### config.mk
export PLATFORM = sky130hd
export DESIGN_NAME = seq_alu
export DESIGN_NICKNAME = d
export VERILOG_FILES = /design/src/rtl/seq_alu.sv
export SDC_FILE = /design/constraint.sdc
export NUM_CORES = 2
export LEC_CHECK = 0
export CORE_UTILIZATION = 42
export CTS_CLUSTER_SIZE = 24
export DETAILED_ROUTE_END_ITERATION = 10
export GPL_TIMING_DRIVEN = 0
export PLACE_DENSITY = 0.64
export SETUP_SLACK_MARGIN = 0.4
export SYNTH_ARGS = -nofsm -noshare
export SYNTH_HDL_FRONTEND = slang
export SYNTH_SLANG_ARGS = --single-unit
### constraint.sdc
create_clock -name input_clk -period 7.1 [get_ports input_clk]
set_input_delay 1.42 -clock input_clk [delete_from_list [all_inputs] [get_ports input_clk]]
set_output_delay 1.42 -clock input_clk [all_outputs]
set_load 0.005 [all_outputs]
### src/rtl/seq_alu.sv
// Registered LEGv8-style ALU with valid/ready handshakes, NZCV flags,
// logical shifts and an optional iterative shift-add multiplier.
module seq_alu #(
    parameter int WIDTH      = 64,
    parameter int MUL_ENABLE = 1
) (
    input  logic             input_clk,
    input  logic             input_reset,
    input  logic             input_valid,
    output logic             output_ready,
    input  logic [WIDTH-1:0] input_data_1,
    input  logic [WIDTH-1:0] input_data_2,
    input  logic [3:0]       input_opcode,
    output logic             output_valid,
    input  logic             input_result_ready,
    output logic [WIDTH-1:0] output_data,
    output logic             output_zero,
    output logic             output_negative,
    output logic             output_carry,
    output logic             output_overflow,
    output logic             output_illegal
);

    localparam int SHAMT_W = $clog2(WIDTH);
    localparam logic [SHAMT_W:0] CNT_INIT = (SHAMT_W + 1)'(WIDTH);
    localparam logic [SHAMT_W:0] CNT_LAST = (SHAMT_W + 1)'(1);

    typedef enum logic [3:0] {
        OP_AND   = 4'b0000,
        OP_OR    = 4'b0001,
        OP_ADD   = 4'b0010,
        OP_SUB   = 4'b0110,
        OP_PASSB = 4'b0111,
        OP_MUL   = 4'b1000,
        OP_LSL   = 4'b1001,
        OP_LSR   = 4'b1010,
        OP_NOR   = 4'b1100
    } op_t;

    typedef enum logic [1:0] {
        S_IDLE,
        S_MUL,
        S_HOLD
    } state_t;

    state_t r_state;
    state_t w_next_state;

    logic [WIDTH-1:0] r_data;
    logic             r_zero;
    logic             r_neg;
    logic             r_carry;
    logic             r_ovf;
    logic             r_ill;

    logic [WIDTH-1:0] r_mcand;
    logic [WIDTH-1:0] r_mplier;
    logic [WIDTH-1:0] r_acc;
    logic [SHAMT_W:0] r_cnt;

    logic               w_accept;
    logic               w_is_mul;
    logic               w_start_mul;
    logic               w_mul_done;
    logic [WIDTH:0]     w_add;
    logic [WIDTH:0]     w_sub;
    logic [SHAMT_W-1:0] w_shamt;
    logic [WIDTH-1:0]   w_res;
    logic               w_c;
    logic               w_v;
    logic               w_ill;
    logic [WIDTH-1:0]   w_prod;

    assign w_accept    = input_valid && output_ready;
    assign w_is_mul    = (input_opcode == OP_MUL) && (MUL_ENABLE != 0);
    assign w_start_mul = w_accept && w_is_mul;
    assign w_mul_done  = (r_state == S_MUL) && (r_cnt == CNT_LAST);

    assign w_add   = {1'b0, input_data_1} + {1'b0, input_data_2};
    assign w_sub   = {1'b0, input_data_1} + {1'b0, ~input_data_2} + {{WIDTH{1'b0}}, 1'b1};
    assign w_shamt = input_data_2[SHAMT_W-1:0];

    // Final iteration folds its partial product straight into the registered result.
    assign w_prod = r_acc + (r_mplier[0] ? r_mcand : '0);

    always_comb begin
        w_res = '0;
        w_c   = 1'b0;
        w_v   = 1'b0;
        w_ill = 1'b0;
        case (input_opcode)
            OP_AND:   w_res = input_data_1 & input_data_2;
            OP_OR:    w_res = input_data_1 | input_data_2;
            OP_ADD: begin
                w_res = w_add[WIDTH-1:0];
                w_c   = w_add[WIDTH];
                w_v   = (input_data_1[WIDTH-1] == input_data_2[WIDTH-1]) &&
                        (w_add[WIDTH-1] != input_data_1[WIDTH-1]);
            end
            OP_SUB: begin
                w_res = w_sub[WIDTH-1:0];
                w_c   = w_sub[WIDTH];
                w_v   = (input_data_1[WIDTH-1] != input_data_2[WIDTH-1]) &&
                        (w_sub[WIDTH-1] != input_data_1[WIDTH-1]);
            end
            OP_PASSB: w_res = input_data_2;
            OP_NOR:   w_res = ~(input_data_1 | input_data_2);
            OP_LSL:   w_res = input_data_1 << w_shamt;
            OP_LSR:   w_res = input_data_1 >> w_shamt;
            OP_MUL:   w_ill = (MUL_ENABLE == 0);
            default:  w_ill = 1'b1;
        endcase
    end

    always_ff @(posedge input_clk) begin
        if (input_reset) begin
            r_state <= S_IDLE;
        end else begin
            r_state <= w_next_state;
        end
    end

    always_comb begin
        w_next_state = r_state;
        case (r_state)
            S_IDLE: begin
                if (w_accept) begin
                    w_next_state = w_is_mul ? S_MUL : S_HOLD;
                end
            end
            S_MUL: begin
                if (r_cnt == CNT_LAST) begin
                    w_next_state = S_HOLD;
                end
            end
            S_HOLD: begin
                if (w_accept) begin
                    w_next_state = w_is_mul ? S_MUL : S_HOLD;
                end else if (input_result_ready) begin
                    w_next_state = S_IDLE;
                end
            end
            default: w_next_state = S_IDLE;
        endcase
    end

    always_comb begin
        output_ready = 1'b0;
        output_valid = 1'b0;
        case (r_state)
            S_IDLE: output_ready = 1'b1;
            S_HOLD: begin
                output_ready = input_result_ready;
                output_valid = 1'b1;
            end
            default: begin
                output_ready = 1'b0;
                output_valid = 1'b0;
            end
        endcase
    end

    always_ff @(posedge input_clk) begin
        if (input_reset) begin
            r_data   <= '0;
            r_zero   <= 1'b0;
            r_neg    <= 1'b0;
            r_carry  <= 1'b0;
            r_ovf    <= 1'b0;
            r_ill    <= 1'b0;
            r_mcand  <= '0;
            r_mplier <= '0;
            r_acc    <= '0;
            r_cnt    <= '0;
        end else if (w_start_mul) begin
            r_mcand  <= input_data_1;
            r_mplier <= input_data_2;
            r_acc    <= '0;
            r_cnt    <= CNT_INIT;
        end else if (w_accept) begin
            r_data  <= w_res;
            r_zero  <= (w_res == '0);
            r_neg   <= w_res[WIDTH-1];
            r_carry <= w_c;
            r_ovf   <= w_v;
            r_ill   <= w_ill;
        end else if (w_mul_done) begin
            r_data  <= w_prod;
            r_zero  <= (w_prod == '0);
            r_neg   <= w_prod[WIDTH-1];
            r_carry <= 1'b0;
            r_ovf   <= 1'b0;
            r_ill   <= 1'b0;
        end else if (r_state == S_MUL) begin
            r_acc    <= w_prod;
            r_mcand  <= r_mcand << 1;
            r_mplier <= r_mplier >> 1;
            r_cnt    <= r_cnt - CNT_LAST;
        end
    end

    assign output_data     = r_data;
    assign output_zero     = r_zero;
    assign output_negative = r_neg;
    assign output_carry    = r_carry;
    assign output_overflow = r_ovf;
    assign output_illegal  = r_ill;

endmodule

==> results.txt <==
Status -> complete, but fails checks
Failing checks -> DRC, capacitance limit, slew limit
Layout cell share with drive strength beyond 1 -> 10.8%
Post-Layout Cell Count -> 6616
Hold_ws -> 0.456 ns
Clock buffer depth -> 3
Finished Cell Area -> 0.0425 sq mm
Area of the mapped netlist -> 0.0364 sq mm
Post-synth EDFFs -> 0
Highest fanout seen on the critical path -> 11
Skew-Pair Late Insertion Delay -> 0.66 ns
RR Startpoint -> r_mplier[0]
Drt total wl -> 260000 um
Vias per std cell -> 7.37
Number of I/O pins -> 207
Ys async rst share -> 0%
Actual slew at the worst max-slew pin -> 1.62 ns
Final setup vio count -> 0
CP Launch Point -> input_data_1[55]
Antenna violations before repair -> 24
Vias -> 48751
Most frequent cells in the layout -> 766 x nand2_1, 601 x nor2_1, 469 x a21oi_1, 270 x ha_1, 269 x dfxtp_1
Hold violation count in the final report -> 0
Global placement routability congestion -> 1.15
Rows -> 107
Overall Global Routing Usage -> 57.1%
Hold Startpoint -> output_data[17]
Register area share after synthesis -> 14.8%
CTS tree -> built
Nets -> 5845
GRT overflow -> 0
Clk slew on worst S/H paths -> 0.06 ns
Max cap viols -> 6
RSZ-0062 raised after global routing -> no
DP HPWL -> 209000 um
Slew HR -> -8.18%
Vias in the first global route -> 44984
YS warnings -> 0
Die span in x -> 296 um
Synth Flop Type -> dfxtp_1
Port bufs -> 206
Worst EP required -> 7.65 ns
First-pass GRT wire length -> 350000 um
Synthesized instance count -> 5145
Fmax -> 0.142 GHz
Worst setup path class -> in2reg
Worst path arrival time -> 7.61 ns
Worst hold path class -> reg2reg
Area delta synth->final -> 16.8%
Num CTS Buffers -> 31
Final core utilization -> 49.7%
Synth Register Bits -> 269
Post-route ant nets -> 0
Core outline area -> 0.0854 sq mm
Starting density of the core -> 42.6%
Post-placement cell area -> 0.0400 sq mm
Largest net degree at the start of global routing -> 16
Iter 0 DRT Violations -> 7423
DR DRC count -> 6
Max Slew Vio Count -> 58
Mapped Nets -> 5557
Root Driver -> clkbuf_16
Leak -> 16.3 nW
Placed cells -> 6509
Power per Cell Area -> 146 mW/mm^2
Avg Inst Size Synth -> 7.07 sq um
Die Area -> 0.0877 sq mm
Final period util -> 99.4%
WL/cell -> 39.3 um
Max VDD drop -> 218 uV
Skew final -> 0.0320 ns
Clock sink count -> 269
Crit. End Element -> register
Htree depth -> 1
Die height -> 296 um
Crit start category -> input port
Most common cell after layout, fill and taps aside -> nand2_1
Unique cell type count in the Yosys netlist -> 88
Minimum clock period -> 7.06 ns
DRT Pass-1 Iters -> 11
[per-stage QoR]
stage	total power (W)	setup TNS (ns)	setup WS (ns)
after global placement	0.00421	-140.06	-5.10
after CTS	0.00587	0	0.402
after global routing	0.00621	0	0.377
final	0.00622	0	0.0426
after detailed placement	0.00420	-134.45	-4.15
after floorplan	0.00297	0	0.400
[Yosys cell counts, types with 36 or more instances]
cell,instances,area [sq um]
a211oi_1,77,578
a21o_1,60,450
a21oi_1,480,2400
a221oi_1,42,368
a22oi_1,53,398
a311oi_1,135,1180
a31oi_1,40,250
and2_1,94,588
buf_1,36,135
clkbuf_1,300,1130
dfxtp_1,269,5390
ha_1,273,3420
inv_1,214,803
mux2_2,81,912
mux2i_1,113,1130
mux4_2,100,2250
nand2_1,769,2890
nand3_1,81,405
nand4_1,69,432
nor2_1,607,2280
nor3_1,101,505
nor4_1,59,369
o211ai_1,69,518
o21a_1,40,300
o21ai_0,221,1110
o21bai_1,43,323
o221ai_1,39,342
o22ai_1,60,375
o31ai_1,43,323
xnor2_1,60,526
[layer usage]
metal	track usage, %	share of wire, %	routed length, um	up-vias
li1	-	-	-	19622
met1	63.8	34	88500	22994
met2	79.7	39	101000	4660
met3	26.1	15	40100	1461
met4	52.9	11	29600	14
met5	3.55	0.15	382	-
[layout make-up]
type | instances | area (sq um)
Sequential cell | 269 | 5390
Tap cell | 1144 | 1430
Fill cell | 8563 | 43000
Buffer | 393 | 2060
Clock inverter | 14 | 111
Multi-Input combinational cell | 4267 | 29300
Timing Repair Buffer | 255 | 2470
Inverter | 216 | 822
Clock buffer | 40 | 870
Antenna cell | 18 | 45.0
[worst max-delay path, stage by stage]
cell	delay, ns
clkdlybuf4s50_1	0.87
mux4_2	0.68
mux2i_1	1.00
mux2_2	0.54
o221ai_1	0.42
nand2_1	0.17
nand4_1	0.10
buf_4	0.21
nor4_2	0.22
nand4_1	0.18
nor4_4	0.33
nand4_1	0.27
or4_4	0.66
nor4_4	0.27
a31oi_1	0.14
o31ai_1	0.09
[what timing repair did]
item | CTS | global route
setup buffers | 14 | 18
hold buffers | 0 | 0
gates resized for setup | 248 | 182
pin swaps | 15 | 19
setup endpoints to repair | 65 | 5
[power breakdown]
group	switching, W	internal, W	leakage, nW
clock network	0.000753	0.000892	0.488
logic	0.00211	0.000875	13.7
registers	0.0000328	0.00155	2.18
total	0.00290	0.00332	16.3
[sequential cells by signal (all words and copies together) (netlist names)]
name             flops
output_data         64
output_zero          1
output_carry         1
output_overflow      1
r_mcand             64
r_acc               64
r_mplier            64
output_illegal       1
r_cnt                7
r_state              2
[logic make-up (layout without fill, tap and decap cells)]
group	Yosys count	in the layout	share of synthesized area [%]
compound gates	1622	1622	30.1
other cells	0	18	0
buf+inv	609	918	6.88
xor+xnor	90	90	2.17
fa+ha+maj	276	276	9.56
flops	269	269	14.8
mux	298	298	12.1
simple gates	1981	1981	24.4
[path summary, 6_finish.rpt]
path / endpoint / slack [ns] / cells after the start
min reg2reg: output_data[17] / 0.46 / 2
max: output_zero / 0.04 / 16
max reg2reg: output_zero / 0.53 / 18
min: output_data[17] / 0.46 / 2
Note: power is estimated with default switching activity, not from simulation.
